--- src/rtl/fir_spi_pkg.sv ---
// rtl/fir_spi_pkg.sv - shared types and constants for the FIR SPI responder
package fir_spi_pkg;

  typedef enum logic [1:0] {
    IDLE     = 2'd0,
    SHIFT    = 2'd1,
    COMPLETE = 2'd2
  } tx_state_t;

  localparam int FRAME_BITS = 24;
  localparam int STAT_FRESH = 7;
  localparam int STAT_ERR   = 6;
  localparam int STAT_OVR   = 5;

endpackage

--- src/rtl/sync_edge.sv ---
// rtl/sync_edge.sv - two-flop synchronizer with registered rise/fall pulses
module sync_edge #(
  parameter logic RST_VAL = 1'b0
) (
  input  logic clk,
  input  logic n_rst,
  input  logic din,
  output logic rise,
  output logic fall
);

  logic meta;
  logic sync;
  logic prev;

  always_ff @(posedge clk or negedge n_rst) begin
    if (!n_rst) begin
      meta <= RST_VAL;
      sync <= RST_VAL;
      prev <= RST_VAL;
      rise <= 1'b0;
      fall <= 1'b0;
    end else begin
      meta <= din;
      sync <= meta;
      prev <= sync;
      rise <= sync & ~prev;
      fall <= ~sync & prev;
    end
  end

endmodule

--- src/rtl/fir_result_tx.sv ---
// rtl/fir_result_tx.sv - SPI responder transmit path for FIR results
module fir_result_tx
  import fir_spi_pkg::*;
#(
  parameter int DATA_W = 16
) (
  input  logic              clk,
  input  logic              n_rst,
  input  logic              sclk_in,
  input  logic              nss_in,
  input  logic [DATA_W-1:0] result,
  input  logic              result_strobe,
  input  logic              err_in,
  output logic              miso,
  output logic              miso_oe,
  output logic              tx_active,
  output logic              frame_done
);

  localparam int FRAME_W = DATA_W + 8;
  localparam int CNT_W   = $clog2(FRAME_W + 1);

  logic              sclk_fall;
  logic              unused_sclk_rise;
  logic              nss_rise;
  logic              nss_fall;
  tx_state_t         state_q;
  tx_state_t         state_d;
  logic              load;
  logic              shift;
  logic              clear;
  logic [DATA_W-1:0] hold_data;
  logic              fresh;
  logic              err_l;
  logic              ovr;
  logic [4:0]        seq;
  logic [7:0]        status;
  logic [FRAME_W-1:0] shreg;
  logic [CNT_W-1:0]  bitcnt;

  sync_edge #(.RST_VAL(1'b0)) u_sclk_sync (
    .clk  (clk),
    .n_rst(n_rst),
    .din  (sclk_in),
    .rise (unused_sclk_rise),
    .fall (sclk_fall)
  );

  sync_edge #(.RST_VAL(1'b1)) u_nss_sync (
    .clk  (clk),
    .n_rst(n_rst),
    .din  (nss_in),
    .rise (nss_rise),
    .fall (nss_fall)
  );

  always_comb begin
    status             = {3'b000, seq};
    status[STAT_FRESH] = fresh;
    status[STAT_ERR]   = err_l;
    status[STAT_OVR]   = ovr;
  end

  always_ff @(posedge clk or negedge n_rst) begin
    if (!n_rst) state_q <= IDLE;
    else        state_q <= state_d;
  end

  always_comb begin
    state_d    = state_q;
    load       = 1'b0;
    shift      = 1'b0;
    clear      = 1'b0;
    miso       = 1'b0;
    miso_oe    = 1'b0;
    tx_active  = 1'b0;
    frame_done = 1'b0;
    case (state_q)
      IDLE: begin
        if (nss_fall) begin
          load    = 1'b1;
          state_d = SHIFT;
        end
      end
      SHIFT: begin
        miso      = shreg[FRAME_W-1];
        miso_oe   = 1'b1;
        tx_active = 1'b1;
        if (nss_rise) begin
          clear   = 1'b1;
          state_d = IDLE;
        end else if (sclk_fall) begin
          shift = 1'b1;
          if (bitcnt == CNT_W'(FRAME_W - 1)) state_d = COMPLETE;
        end
      end
      COMPLETE: begin
        miso_oe   = 1'b1;
        tx_active = 1'b1;
        if (nss_rise) begin
          clear      = 1'b1;
          frame_done = 1'b1;
          state_d    = IDLE;
        end
      end
      default: state_d = IDLE;
    endcase
  end

  always_ff @(posedge clk or negedge n_rst) begin
    if (!n_rst) begin
      shreg  <= '0;
      bitcnt <= '0;
    end else if (clear) begin
      shreg  <= '0;
      bitcnt <= '0;
    end else if (load) begin
      shreg  <= {status, hold_data};
      bitcnt <= '0;
    end else if (shift) begin
      shreg  <= {shreg[FRAME_W-2:0], 1'b0};
      bitcnt <= bitcnt + 1'b1;
    end
  end

  // A strobe coinciding with a frame load re-arms fresh but is not an overrun:
  // the previous result has just been taken by the frame.
  always_ff @(posedge clk or negedge n_rst) begin
    if (!n_rst) begin
      hold_data <= '0;
      err_l     <= 1'b0;
      fresh     <= 1'b0;
      ovr       <= 1'b0;
      seq       <= '0;
    end else if (result_strobe) begin
      hold_data <= result;
      err_l     <= err_in;
      fresh     <= 1'b1;
      ovr       <= load ? 1'b0 : (ovr | fresh);
      seq       <= seq + 5'd1;
    end else if (load) begin
      fresh <= 1'b0;
      ovr   <= 1'b0;
    end
  end

endmodule
--- config.mk ---
export PLATFORM = sky130hd
export DESIGN_NAME = fir_result_tx
export DESIGN_NICKNAME = d
export VERILOG_FILES = /design/src/rtl/fir_spi_pkg.sv /design/src/rtl/sync_edge.sv /design/src/rtl/fir_result_tx.sv
export SDC_FILE = /design/constraint.sdc
export NUM_CORES = 1
export LEC_CHECK = 0
export BUFFER_PORTS_ARGS = -buffer_cell sky130_fd_sc_hd__buf_2
export CAP_MARGIN = 10
export CORE_UTILIZATION = 42
export DETAILED_ROUTE_END_ITERATION = 6
export GPL_TIMING_DRIVEN = 0
export SYNTH_ARGS = -nofsm -noshare
export SYNTH_HDL_FRONTEND = slang
export SYNTH_SLANG_ARGS = --single-unit
--- constraint.sdc ---
create_clock -name clk -period 2.17 [get_ports clk]
set_input_delay 0.1085 -clock clk [delete_from_list [all_inputs] [get_ports clk]]
set_output_delay 0.1085 -clock clk [all_outputs]
set_load 0.03 [all_outputs]
==> metrics, run 1 <==
row count=29; number of antenna cells inserted=0; Worst R2R End=shreg[22]$_DFFE_PN0P_; Power per Cell Area=around 1100 mW/mm^2; number of buffer cells added on primary ports=24; R2R setup slack=0.42 ns; CTS H-tree depth=3; met1 wire length=about 2400 um; total of fill cells in the finished design=between 500 and 600; worst-case clock skew=0.00638 ns; global routing usage summed across all routing layers=between 10% and 20%; top cells by area, synth=dfrtp_1 55%, mux2i_1 8.3%, mux2_2 7.7%; clock tree from TritonCTS=done; buffers from clock root to sink, at most=2; DP Cell Count=298; portion of the clock cycle consumed by the worst path in the final layout=80.6%; type of the most critical hold path=in2reg; crit path buf inv count=2; Routed Wire Length=4720 um; post-detailed-route count of antenna-violating nets=0; wire length of the first global-routing pass=8340 um; share of flip-flops with an asynchronous set or reset after synthesis=100%; run status=finished clean; number of cells upsized or downsized after cts=0; # clock sinks=64; hold path startpoint=result[1]; effective utilization at floorplan=43.5%; core area=approximately 0.0063 mm^2; Slowest Stage Delay on Critical Path=0.37 ns; master cell of the clock root buffer=clkbuf_8; Final Max Slew Viols=0; cell depth of the worst min-delay path=2; most area-hungry cell type in the Yosys netlist=dfrtp_1; starting DRC count in detailed routing=115; Routed met2 length=2160 um; length of routed met3 wiring=103 um; worst rel slew slack=46.3%; maximum operating frequency=572 MHz; synthesis-to-layout area growth=21.3%; setup repair after global routing missed its margin=false; Wirelength per Cell=14.3 um; post-DP HPWL=2960 um; 1st-pass router iterations=4; worst reg2reg path startpoint=state_q[0]$_DFFE_PN0P_; count of endpoints failing hold in the final timing report=0; dominant delay contributor by cell family on the critical path=simple AND/OR/NAND/NOR gates; vias in the first global route=1708; total DRC errors in the routed layout=0; share of cells above drive strength 1=29.1%; Worst-Margin Slew=0.805 ns; fin cells=331; minimum clock period=1.75 ns; final weighted congestion of routability-driven global placement=between 0.7 and 0.8; worst-path maximum fanout=10; Pleak=approximately 1.5 nW; count of synthesis-stage warnings from yosys=0; Avg Inst Size Synth=14.0 um^2; Finish-stage setup viols=0; Crit path required time=2.43 ns; count of vias placed by the detailed router=1656; highest routed layer=met4; number of placed I/O pins=26; Synth top area share=55.3%; Cell variety after synth=28; Setup TNS=0 ns; critical path launch point type=flop; worst r2r path cells=7; pin count of the biggest net entering global routing=65; Post-Syn Instances=around 200; Slowest-stage cell, CP=dfrtp_1; Setup Crit Path Kind=reg2reg; Worst VDD drop=between 0.5 and 0.6 mV; chip height=83.1 um; primary flip-flop cell chosen by synthesis mapping=dfrtp_1; MaxCap Viol Count=0; Worst Hold Path EP=hold_data[1]$_DFFE_PN0P_; Syn Nets=roughly 230; number of enable-type register cells in the synthesized netlist=0; Crit path top cell by count=nand2_1; insertion delay to the later sink of the worst-skew pair=0.33 ns; total CTS buffers=9; data arrival time at the worst-slack endpoint=2.00 ns; total number of nets in the final design=278; die outline area=between 0.006 and 0.007 mm^2; synthesis-stage register bit count=64; Critical Path Start=state_q[0]$_DFFE_PN0P_; sequential area share after synthesis=~58%; number of antenna violations at the first check in global routing=0; kind of end point of the critical path=flop; die width=83.1 um; CP Cell Sequence=inv_1, ha_1, nand2_1, nand2_1, nor2_8, buf_8, o2bb2ai_1; Mapped Area=roughly 0.0028 mm^2; gr ovfl total=0; post-DR vias/cell=5.00; clock-pin slew of the registers on the worst-case setup and hold paths=0.07 ns
==> worst max path at each step <==
stage	to	slack, ns	cells after the start
after floorplan	shreg[10]$_DFFE_PN0P_	0.44	7
after global placement	shreg[14]$_DFFE_PN0P_	0.43	7
after detailed placement	shreg[20]$_DFFE_PN0P_	0.42	7
after CTS	shreg[22]$_DFFE_PN0P_	0.40	7
after global routing	shreg[4]$_DFFE_PN0P_	0.31	7
final	shreg[22]$_DFFE_PN0P_	0.42	7
==> cells by family after synthesis <==
family	synth area share, %
compound gates	10.1
xor+xnor	2.54
fa+ha+maj	2.72
buf+inv	4.89
flops	58.1
mux	16.1
simple gates	5.53
==> routing by layer <==
| layer | track usage, % | vias to the layer above |
|---|---|---|
| met5 | 0 | - |
| met4 | 8.93 | 0 |
| met3 | 4.17 | 10 |
| met2 | 22.6 | 21 |
| met1 | 21.6 | 816 |
| li1 | - | 809 |
==> state kept, by name, indices dropped and copies added (netlist names), 2 cells and up <==
| name | cells |
|---|---|
| shreg | 24 |
| seq | 5 |
| hold_data | 16 |
| bitcnt | 5 |
| state_q | 2 |
==> cells in the mapped netlist, types with 2 or more instances <==
master	n
dfrtp_1	61
mux2i_1	23
o2bb2ai_1	23
mux2_2	19
nand2_1	9
buf_6	6
ha_1	6
nor2_1	6
a21oi_1	4
inv_1	4
nand4_1	4
xnor2_1	4
xor2_1	4
and2_1	3
buf_2	3
dfstp_2	3
nor2b_1	3
buf_8	2
==> stage by stage <==
step | area [um^2] | util [%] | hold WS (ns) | total power, mW | setup slack, ns
floorplan | 2760 | - | -0.187 | 2.44 | 0.439
global placement | 2980 | 46.9 | 0.216 | 2.67 | 0.434
global route | 3350 | 52.7 | 0.00193 | 3.92 | 0.311
CTS | 3350 | 52.7 | 0.00764 | 3.73 | 0.402
finish | 3350 | 52.7 | 0.0304 | 3.67 | 0.421
detailed placement | 2980 | 46.9 | 0.217 | 2.69 | 0.422
==> timing repair <==
item | CTS | global route
endpoints found under the setup margin | 0 | 0
setup buffers | 0 | 0
hold buffers | 18 | 0
endpoints found under the hold margin | 78 | 0
==> worst reg2reg max path: stages, from the launching register on <==
cell	delay [ns]
dfrtp_1	0.37
inv_1	0.09
ha_1	0.35
nand2_1	0.15
nand2_1	0.24
nor2_8	0.21
buf_8	0.15
o2bb2ai_1	0.12
==> cell usage in the layout (no fill, tap or decap), types with 4 or more instances in the layout <==
| cell type | n |
|---|---|
| inv_1 | 4 |
| ha_1 | 6 |
| buf_6 | 6 |
| mux2_2 | 19 |
| mux2i_1 | 23 |
| dlygate4sd3_1 | 18 |
| o2bb2ai_1 | 23 |
| nand4_1 | 4 |
| clkbuf_8 | 10 |
| nor2_1 | 6 |
| xnor2_1 | 4 |
| buf_2 | 26 |
| a21oi_1 | 4 |
| xor2_1 | 4 |
| dfrtp_1 | 61 |
| nand2_1 | 9 |
==> final cells by class <==
type / count / area, um^2 / area share (%)
multi-input combinational: 117 / 1020 / 30.5
sequential: 64 / 1610 / 47.9
clock inverter: 3 / 42.5 / 1.27
tap: 77 / 96.3 / 2.88
timing repair buffer: 42 / 303 / 9.04
buffer: 12 / 120 / 3.59
clock buffer: 12 / 145 / 4.33
inverter: 4 / 15.0 / 0.448
==> power by group <==
part	internal, mW	switching (mW)
registers	1.51	0.199
logic	0.505	0.470
clock network	0.555	0.438
Note: power is estimated with default switching activity, not from simulation.
==> run 2, diff against run 1 <==
Clock period 2.17 ns to 1.44 ns, I/O delays scaled along.
==> metrics, run 2 (synthesized netlist as in run 1, its figures left out) <==
global routing usage summed across all routing layers=15.7% (-0.020 points); final weighted congestion of routability-driven global placement=0.748 (+4.5%); portion of the clock cycle consumed by the worst path in the final layout=107% (+27 points); largest registers=shreg x24, hold_data x16; Slowest Stage Delay on Critical Path=0.43 ns (+0.06 ns); critical path launch point type=flop; die outline area=0.00690 mm^2 (unchanged); Setup TNS=-2.21 ns (-2.21 ns); count of vias placed by the detailed router=1728 (+4.3%); Wirelength per Cell=14.2 um (-0.41%); Power per Cell Area=1680 mW/mm^2 (+53%); 1st-pass router iterations=2 (-2); number of antenna violations at the first check in global routing=0 (unchanged); number of buffer cells added on primary ports=24 (unchanged); insertion delay to the later sink of the worst-skew pair=0.33 ns (about the same); Final Max Slew Viols=0 (unchanged); Finish-stage setup viols=25 (+25); Routed Wire Length=4860 um (+2.9%); # clock sinks=64 (unchanged); effective utilization at floorplan=43.5% (unchanged); largest register by flop count=shreg; vias in the first global route=1840 (+7.7%); setup repair after global routing missed its margin=true; share of cells above drive strength 1=41.1% (+12 points); core area=0.00635 mm^2 (unchanged); count of endpoints failing hold in the final timing report=0 (unchanged); maximum operating frequency=647 MHz (+13%); synthesis-to-layout area growth=31.5%; wire length of the first global-routing pass=8450 um (+1.3%); Worst VDD drop=1.05 mV (+92%); Crit path required time=1.66 ns (-0.77 ns); master cell of the clock root buffer=clkbuf_8; number of placed I/O pins=26 (unchanged); max reg flops=24 (unchanged); clock-pin slew of the registers on the worst-case setup and hold paths=0.07 ns (about the same); tightest hold margin=0.0924 ns (+0.0620 ns); type of the most critical hold path=in2reg; starting DRC count in detailed routing=54 (-53%); Slowest-stage cell, CP=dfrtp_1; pin count of the biggest net entering global routing=65 (unchanged); clock tree from TritonCTS=done; chip height=83.1 um (unchanged); post-DP HPWL=2950 um (-0.16%); Pleak=1.56 nW (+6.4%); CP Cell Sequence=ha_4, and3b_1, buf_6, a21oi_4, buf_6, o2bb2ai_1; commonest non-fill, non-tap cell in the layout=dfrtp_1; CTS H-tree depth=3 (unchanged); Crit path top cell by count=buf_6; run status=finished, violations left; worst-path maximum fanout=7 (-3); gr ovfl total=0 (unchanged); worst-case clock skew=0.00469 ns (-0.00168 ns); kind of end point of the critical path=flop; crit path setup slack, layout=-0.107 ns (-0.527 ns); Worst-Margin Slew=0.798 ns (-0.00686 ns); number of antenna cells inserted=0 (unchanged); die width=83.1 um (unchanged); worst rel slew slack=46.8% (+0.46 points); row count=29 (unchanged); Setup Crit Path Kind=reg2reg; total DRC errors in the routed layout=0 (unchanged); highest-count cells in the layout ignoring fill and taps=61 x dfrtp_1, 23 x buf_2, 21 x mux2i_1; data arrival time at the worst-slack endpoint=1.77 ns (-0.23 ns); total CTS buffers=9 (unchanged); buffers from clock root to sink, at most=2 (unchanged); post-detailed-route count of antenna-violating nets=0 (unchanged); violated checks=negative setup slack; total number of nets in the final design=288 (+3.6%); post-DR vias/cell=5.05 (+0.99%); minimum clock period=1.55 ns (-0.203 ns); MaxCap Viol Count=0 (unchanged)
## run 2: critical path, delay by kind of cell (launching register included)
family | cells | cell delay [ns]
AND/OR/NAND/NOR | 1 | 0.16
AO/OA/AOI/OAI | 2 | 0.33
adder cells (fa/ha/maj) | 1 | 0.19
buffers and inverters | 2 | 0.31
flip-flops | 1 | 0.43
## run 2: repair_timing
action,CTS,global route
pin swaps,2,16
hold buffers,20,0
setup buffers,6,1
endpoints found under the setup margin,32,33
cloned,2,0
resized for setup,14,24
endpoints found under the hold margin,80,0
## run 2: worst paths after layout
kind,from,endpoint,slack [ns],depth (start not counted)
setup / recovery,state_q[0]$_DFFE_PN0P_,shreg[13]$_DFFE_PN0P_,-0.11,6
hold / removal,result_strobe,seq[1]$_DFFE_PN0P_,0.09,2
setup reg to reg,state_q[0]$_DFFE_PN0P_,shreg[13]$_DFFE_PN0P_,-0.11,6
hold reg to reg,u_sclk_sync.meta$_DFF_PN0_,u_sclk_sync.sync$_DFF_PN0_,0.35,0
max in group asynchronous,n_rst,u_nss_sync.rise$_DFF_PN0_,0.54,2
min in group asynchronous,n_rst,state_q[0]$_DFFE_PN0P_,0.37,2
## run 2: cell type report
| type | instances | area [um^2] |
|---|---|---|
| flip-flops and latches | 64 | 1610 |
| repair buffers | 53 | 417 |
| plain buffers | 11 | 113 |
| fillers | 521 | 2720 |
| clock buffers | 11 | 151 |
| clock inverters | 5 | 55.1 |
| inverters | 4 | 15.0 |
| multi-input cells | 117 | 1180 |
| well taps | 77 | 96.3 |
## run 2: report_power, final
group	internal, mW	switching [mW]	total [mW]
Combinational	1.04	0.848	1.88
Clock	0.888	0.703	1.59
Sequential	2.27	0.350	2.62
Total	4.19	1.90	6.10
## run 2: stage by stage
step	util (%)	setup WS (ns)	instance area, um^2	instances	total power, mW
global placement	47.2	-0.155	3000	298	4.06
floorplan	-	0.00636	2780	197	3.73
finish	57.2	-0.107	3630	342	6.10
CTS	55.1	-0.110	3500	342	5.84
global route	57.2	-0.161	3630	342	6.43
detailed placement	47.2	-0.167	3000	298	4.08
## run 2: routing by layer
layer	up-vias	wire [um]	global-route usage, %
met2	22	2260	25.0
met1	861	2400	20.0
met4	0	98	8.46
li1	835	-	-
met3	10	97	3.38
met5	-	0	0
